### config.mk
export PLATFORM = sky130hd
export DESIGN_NAME = io_uart_tx
export DESIGN_NICKNAME = d
export VERILOG_FILES = /design/src/rtl/uart_tx_pkg.sv /design/src/rtl/sync_fifo.sv /design/src/rtl/io_uart_tx.sv
export SDC_FILE = /design/constraint.sdc
export NUM_CORES = 1
export LEC_CHECK = 0
export ABC_AREA = 1
export CAP_MARGIN = 20
export CORE_MARGIN = 1.5
export CORE_UTILIZATION = 60
export CTS_BUF_LIST = sky130_fd_sc_hd__clkbuf_4 sky130_fd_sc_hd__clkbuf_8
export DETAILED_ROUTE_END_ITERATION = 8
export DONT_BUFFER_PORTS = 1
export PLACE_DENSITY = 0.82
export SETUP_SLACK_MARGIN = 0.05
export SYNTH_ARGS = -nofsm -noshare
export SYNTH_HDL_FRONTEND = slang
export SYNTH_HIERARCHICAL = 1
export SYNTH_SLANG_ARGS = --single-unit
### constraint.sdc
create_clock -name clock -period 3.01 [get_ports clock]
set_input_delay 0.602 -clock clock [delete_from_list [all_inputs] [get_ports clock]]
set_output_delay 0.602 -clock clock [all_outputs]
set_load 0.01 [all_outputs]
### src/rtl/uart_tx_pkg.sv
// Shared definitions for the io-side UART transmitter: register offsets,
// STATUS/CTRL bit positions, the serialiser state type and a divisor helper.
package uart_tx_pkg;

    // Register offsets inside the 16-byte window (word aligned)
    localparam logic [3:0] TXDATA_OFF = 4'h0;
    localparam logic [3:0] STATUS_OFF = 4'h4;
    localparam logic [3:0] BAUD_OFF   = 4'h8;
    localparam logic [3:0] CTRL_OFF   = 4'hC;

    // STATUS bit positions
    localparam int ST_BUSY_BIT  = 0;
    localparam int ST_FULL_BIT  = 1;
    localparam int ST_EMPTY_BIT = 2;
    localparam int ST_OVF_BIT   = 3;
    localparam int ST_COUNT_LSB = 4;
    localparam int ST_COUNT_W   = 7;

    // CTRL bit positions
    localparam int CTRL_EN_BIT      = 0;
    localparam int CTRL_OVF_CLR_BIT = 1;
    localparam int CTRL_IRQ_EN_BIT  = 2;

    typedef enum logic [1:0] {
        IDLE,
        START,
        DATA,
        STOP
    } tx_state_t;

    // A divisor of zero would never produce a bit tick, so it runs as 1
    function automatic logic [15:0] eff_div(input logic [15:0] div);
        return (div == 16'd0) ? 16'd1 : div;
    endfunction

endpackage

### src/rtl/sync_fifo.sv
// Single-clock FIFO with a separate occupancy counter. Pushes while full and
// pops while empty are ignored; dout always shows the head entry.
module sync_fifo #(
    parameter int WIDTH = 8,
    parameter int DEPTH = 16
) (
    input  logic                     clock,
    input  logic                     reset,
    input  logic                     push,
    input  logic                     pop,
    input  logic [WIDTH-1:0]         din,
    output logic [WIDTH-1:0]         dout,
    output logic                     full,
    output logic                     empty,
    output logic [$clog2(DEPTH):0]   count
);

    localparam int AW = $clog2(DEPTH);
    localparam int CW = AW + 1;

    logic [WIDTH-1:0] mem [DEPTH];
    logic [AW-1:0]    wr_ptr;
    logic [AW-1:0]    rd_ptr;
    logic             do_push;
    logic             do_pop;

    assign full    = (count == CW'(DEPTH));
    assign empty   = (count == '0);
    assign do_push = push & ~full;
    assign do_pop  = pop & ~empty;
    assign dout    = mem[rd_ptr];

    // Storage write; entries are only ever read after being written
    // NOTE: the data array has no reset - occupancy is tracked by count/pointers,
    // so clearing it would only add reset fan-out without changing behaviour.
    always_ff @(posedge clock) begin
        if (do_push) begin
            mem[wr_ptr] <= din;
        end
    end

    // Pointers wrap naturally because DEPTH is a power of two
    // NOTE: state registers use non-blocking assignments so every flop samples
    // pre-edge values regardless of statement order.
    always_ff @(posedge clock or negedge reset) begin
        if (!reset) begin
            wr_ptr <= '0;
            rd_ptr <= '0;
            count  <= '0;
        end else begin
            if (do_push) wr_ptr <= wr_ptr + AW'(1);
            if (do_pop)  rd_ptr <= rd_ptr + AW'(1);
            unique case ({do_push, do_pop})
                2'b10:   count <= count + CW'(1);
                2'b01:   count <= count - CW'(1);
                default: count <= count;
            endcase
        end
    end

endmodule

### src/rtl/io_uart_tx.sv
// Memory-mapped 8N1 UART transmitter on the io side of system_bus.
// The CPU pushes bytes into a TX FIFO; a baud counter and a four-state
// serialiser shift them out LSB first on tx.
// Optional feature: define IO_UART_TX_IRQ_EN to add the registered irq output
// (irq_en & FIFO empty & serialiser idle).
module io_uart_tx
    import uart_tx_pkg::*;
#(
    parameter logic [31:0] BASE_ADDR   = 32'h0000_3000,
    parameter int          FIFO_DEPTH  = 16,
    parameter logic [15:0] DEFAULT_DIV = 16'd434
) (
    input  logic        clock,
    input  logic        reset,
    input  logic [31:0] io_addr,
    input  logic [31:0] io_write_data,
    input  logic        io_write_en,
    output logic [31:0] io_read_data,
    output logic        tx
`ifdef IO_UART_TX_IRQ_EN
    ,
    output logic        irq
`endif
);

    localparam int CW = $clog2(FIFO_DEPTH) + 1;

    // Bus decode
    logic        hit;
    logic [3:0]  reg_off;
    logic        wr_txdata;
    logic        wr_baud;
    logic        wr_ctrl;

    // Software-visible registers
    logic [15:0] baud_div;
    logic        enable;
    logic        irq_en;
    logic        overflow;

    // FIFO interface
    logic [7:0]  fifo_dout;
    logic        fifo_full;
    logic        fifo_empty;
    logic [CW-1:0] fifo_count;
    logic        pop;

    // Serialiser
    tx_state_t   state;
    tx_state_t   next_state;
    logic [7:0]  shreg;
    logic [2:0]  bit_idx;
    logic [15:0] baud_cnt;
    logic [15:0] div_q;
    logic        tick;
    logic [31:0] status;

    // Byte-lane bits the register map never looks at
    logic        unused_bits;
    assign unused_bits = ^{io_addr[1:0], io_write_data[31:16]};

    assign hit       = (io_addr[31:4] == BASE_ADDR[31:4]);
    assign reg_off   = {io_addr[3:2], 2'b00};
    assign wr_txdata = io_write_en & hit & (reg_off == TXDATA_OFF);
    assign wr_baud   = io_write_en & hit & (reg_off == BAUD_OFF);
    assign wr_ctrl   = io_write_en & hit & (reg_off == CTRL_OFF);

    sync_fifo #(
        .WIDTH (8),
        .DEPTH (FIFO_DEPTH)
    ) u_fifo (
        .clock (clock),
        .reset (reset),
        .push  (wr_txdata),
        .pop   (pop),
        .din   (io_write_data[7:0]),
        .dout  (fifo_dout),
        .full  (fifo_full),
        .empty (fifo_empty),
        .count (fifo_count)
    );

    // Register writes; a push that finds the FIFO full is dropped and flagged
    always_ff @(posedge clock or negedge reset) begin
        if (!reset) begin
            baud_div <= DEFAULT_DIV;
            enable   <= 1'b0;
            irq_en   <= 1'b0;
            overflow <= 1'b0;
        end else begin
            if (wr_baud) baud_div <= io_write_data[15:0];
            if (wr_ctrl) begin
                enable <= io_write_data[CTRL_EN_BIT];
                irq_en <= io_write_data[CTRL_IRQ_EN_BIT];
            end
            if (wr_txdata && fifo_full) begin
                overflow <= 1'b1;
            end else if (wr_ctrl && io_write_data[CTRL_OVF_CLR_BIT]) begin
                overflow <= 1'b0;
            end
        end
    end

    // Last cycle of the current bit period
    assign tick = (baud_cnt == div_q - 16'd1);

    // Serialiser state register
    always_ff @(posedge clock or negedge reset) begin
        if (!reset) state <= IDLE;
        else        state <= next_state;
    end

    // Next state, FIFO pop and line level; tx follows state so reset forces it high at once
    // NOTE: every output of this block gets a default first so no path leaves
    // it unassigned, which would otherwise infer a latch.
    always_comb begin
        next_state = state;
        pop        = 1'b0;
        tx         = 1'b1;
        unique case (state)
            IDLE: begin
                if (enable && !fifo_empty) begin
                    pop        = 1'b1;
                    next_state = START;
                end
            end
            START: begin
                tx = 1'b0;
                if (tick) next_state = DATA;
            end
            DATA: begin
                tx = shreg[0];
                if (tick && bit_idx == 3'd7) next_state = STOP;
            end
            STOP: begin
                if (tick) next_state = IDLE;
            end
            default: next_state = IDLE;
        endcase
    end

    // Frame datapath: load on pop, then count bit periods and shift data bits out
    always_ff @(posedge clock or negedge reset) begin
        if (!reset) begin
            shreg    <= '0;
            bit_idx  <= '0;
            baud_cnt <= '0;
            div_q    <= 16'd1;
        end else if (pop) begin
            shreg    <= fifo_dout;
            div_q    <= eff_div(baud_div);
            bit_idx  <= '0;
            baud_cnt <= '0;
        end else if (state != IDLE) begin
            if (tick) begin
                baud_cnt <= '0;
                if (state == DATA) begin
                    shreg   <= {1'b0, shreg[7:1]};
                    bit_idx <= bit_idx + 3'd1;
                end
            end else begin
                baud_cnt <= baud_cnt + 16'd1;
            end
        end
    end

    // STATUS word assembly
    always_comb begin
        status                               = '0;
        status[ST_BUSY_BIT]                  = (state != IDLE);
        status[ST_FULL_BIT]                  = fifo_full;
        status[ST_EMPTY_BIT]                 = fifo_empty;
        status[ST_OVF_BIT]                   = overflow;
        status[ST_COUNT_LSB +: ST_COUNT_W]   = ST_COUNT_W'(fifo_count);
    end

    // Read mux; undecoded addresses and TXDATA read as zero
    always_comb begin
        io_read_data = '0;
        if (hit) begin
            unique case (reg_off)
                STATUS_OFF: io_read_data = status;
                BAUD_OFF:   io_read_data = {16'h0000, baud_div};
                CTRL_OFF:   io_read_data = {29'd0, irq_en, 1'b0, enable};
                default:    io_read_data = '0;
            endcase
        end
    end

`ifdef IO_UART_TX_IRQ_EN
    // Interrupt when enabled and the transmitter has fully drained
    always_ff @(posedge clock or negedge reset) begin
        if (!reset) irq <= 1'b0;
        else        irq <= irq_en & fifo_empty & (state == IDLE);
    end
`endif

endmodule

==> run_results.csv, run 1 <==
group,metric,value,unit
clock_tree,cts_root_buf,"clkbuf_8",
global_route,grt_max_degree,82,
timing,slew_violations,0,
timing,fin_skew,0.0397,ns
timing,rsz0062_at_grt,"no",
die,die_x,135,um
global_route,overflow,0,
layout,final_cells,1494,
placement,place_area,0.0108,mm^2
critical_path,critical_path_required,3.39,ns
power_and_ir_drop,power.density,482,mW/mm^2
placement,dp_slack,-0.0807,ns
layout,layout-drive-gt1-share,11.1,%
detailed_routing,wire_per_inst,15.1,um
layout,syn2layout_area_growth,9.60,%
timing,relSlewSlack,41.7,%
synthesis,synth_area,0.0105,mm^2
detailed_routing,postRouteAntennaNets,0,
timing,tightest_slew,0.875,ns
clock_tree,htreeDepth,2,
power_and_ir_drop,ir_worst_vdd,0.573,mV
critical_path,startpoint_type,"flop",
critical_path,critPathCaptureType,"flop",
die,die_area,0.0183,mm^2
synthesis,async_flop_share,37.6,%
clock_tree,clk_pin_slew,0.07,ns
layout,layout_commonest_cell,"nand2_1",
clock_tree,clk_path_buf_depth,3,
worst_hold_path,hold_depth,0,
synthesis,syn_avg_cell_area,8.68,um^2
critical_path,crit_type,"flop to flop",
timing,holdWs,0.163,ns
timing,fin_crit,2.62,ns
placement,place_inst,1428,
run,maxCapViolations,0,
power_and_ir_drop,p_leak,5.25,nW
layout,antennaDiodeCount,0,
layout,design_area,0.0115,mm^2
detailed_routing,post-route-drc-count,0,
detailed_routing,drtIter0Drc,652,
critical_path,cp.arrival,2.99,ns
global_route,grt_pass1_wl,36100,um
layout,final_cell_mix,"nand2_1 (420), edfxtp_1 (128), inv_1 (126), nor2_1 (109), nand3_1 (109)",
detailed_routing,drt-vias-per-instance,5.38,
detailed_routing,vias,8041,
die,die_h,135,um
clock_tree,cts.sinks,205,
placement,dp_hpwl,14900,um
worst_hold_path,hp-class,"input pin to flop",
critical_path,path_max_fanout,31,
layout,nets,1328,
clock_tree,numCtsBuffers,35,
die,start_util,61.1,%
global_route,track_usage,25.2,%
synthesis,synthFlopType,"edfxtp_1",
global_route,grt_antenna_before_repair,0,
timing,setup_ws,0.392,ns
synthesis,syn_inst,1209,
die,core-area,0.0172,mm^2
layout,fill_cells,1303,
timing,setup_violations,0,
critical_path,r2r_cells,11,
timing,hold_violations,0,
placement,place.gp.congestion,0.878,
detailed_routing,dr.pass1.iters,7,
status,status,"finished clean",
synthesis,synth_seq_area_share,55.1,%
placement,port_buffers,0,
clock_tree,worstSkewPairLatency,0.53,ns
detailed_routing,routed_wl,22500,um
synthesis,synth_edf_count,128,
timing,max_clock_freq,0.382,GHz
die,boundaryPins,100,
global_route,grt_pass1_vias,7564,
synthesis,synth-seq-cells,205,
die,rows,48,
clock_tree,post_cts_buffers,0,
clock_tree,cts_tree,"built",
timing,final.period_utilization,87.0,%
synthesis,synth.distinct_cells,43,
synthesis,synth.yosys.warnings,6,
[layer usage]
| layer | up-vias | wire [um] | track usage (%) |
|---|---|---|---|
| met4 | 0 | 728 | 11.1 |
| met5 | - | 0 | 0 |
| met1 | 3722 | 9280 | 32.2 |
| li1 | 3931 | - | - |
| met2 | 323 | 11000 | 42.6 |
| met3 | 65 | 1470 | 4.00 |
[final timing paths]
check                                      start                end  slack (ns)
worst min-delay path            io_write_data[3]  u_fifo/mem[11][3]        0.16
worst max register to register   u_fifo/count[0]           shreg[6]        0.39
worst min register to register        bit_idx[0]         bit_idx[0]        0.49
worst max-delay path             u_fifo/count[0]           shreg[6]        0.39
max in group asynchronous                  reset           div_q[0]        1.99
min in group asynchronous                  reset       baud_div[10]        0.68
[cells by family after synthesis]
kind of cell | count (synthesis) | synth area share (%)
and+or+nand+nor | 709 | 29.2
DFF | 205 | 55.1
buffers and inverters | 183 | 7.56
AOI/OAI and AO/OA | 62 | 3.34
xor gates and xnor gates | 30 | 2.50
adders and majority gates | 19 | 2.34
other | 1 | 0.0357
[per-stage QoR]
stage	util, %	power, mW	TNS, ns
after detailed placement	62.6	3.09	-0.0970
after global routing	67.0	5.71	0
after global placement	62.6	3.09	-0.129
final	67.0	5.55	0
after floorplan	-	3.10	0
after CTS	66.9	5.58	0
[synth_stat cells, types with 3 or more instances]
cell      instances  area, um^2
xor2_1           20         175
nand3_2           3        30.0
nand2_1         421        1580
nor2_2           10        62.6
buf_4            19         143
nor2_1          110         413
nor3_2            3        30.0
o21ai_1           3        15.0
nor3_1            8        40.0
dfstp_2           6         158
nand2_2          10        62.6
a21oi_1           9        45.0
o22ai_1          11        68.8
xnor2_1          10        87.6
ha_1             18         225
nor4_1            9        56.3
buf_2            16        80.1
nand3_1         109         546
inv_2             6        22.5
o21ai_0          32         160
clkbuf_1         12        45.0
nand3b_1          3        22.5
nor2_4            3        33.8
edfxtp_1        128        3840
inv_1           126         473
or2_2             3        18.8
and2_1            3        18.8
nand4_1           8        50.1
dfrtp_1          71        1780
[worst max-delay path: stages, from the launching register on]
cell	delay (ns)
dfrtp_1	0.43
inv_1	0.14
nand4_1	0.18
inv_1	0.14
inv_1	0.05
nand2_1	0.09
nor2_2	0.06
buf_4	0.20
inv_1	0.65
nand2_1	0.27
nand3_1	0.13
nand3_1	0.09
[sequential cells by signal (all words and copies together), names as in the netlist]
register	count
bit_idx	3
overflow	1
irq_en	1
baud_cnt	16
u_fifo/rd_ptr	4
enable	1
shreg	8
div_q	16
u_fifo/mem	128
u_fifo/wr_ptr	4
u_fifo/count	5
state	2
baud_div	16
[power by group]
part | switching [mW] | internal, mW | total, mW
Clock | 1.12 | 1.37 | 2.49
Sequential | 0.000869 | 3.00 | 3.00
Combinational | 0.0478 | 0.0128 | 0.0607
[cell type report]
type	instances	area [um^2]	area share (%)
clock buffers	47	584	5.08
clock inverters	17	118	1.02
inverters	133	499	4.34
multi-input cells	836	3980	34.6
flip-flops and latches	205	5780	50.3
well taps	225	282	2.45
repair buffers	31	255	2.22
[repair_timing]
item                       CTS  global route
hold buffers                 2             0
gates resized for setup      0             2
setup endpoints to repair    0             1
hold endpoints to repair    77             0
Power figures use the tool's default switching activity.
==> run 2, diff against run 1 <==
--- a/config.mk
+++ b/config.mk
@@ -6,7 +6,6 @@
 export NUM_CORES = 1
 export LEC_CHECK = 0
 export ABC_AREA = 1
-export CAP_MARGIN = 20
 export CORE_MARGIN = 1.5
 export CORE_UTILIZATION = 60
 export CTS_BUF_LIST = sky130_fd_sc_hd__clkbuf_4 sky130_fd_sc_hd__clkbuf_8
==> results of run 2 <==
Same layout as run 1: the final DEF is identical, and so are final timing and power.
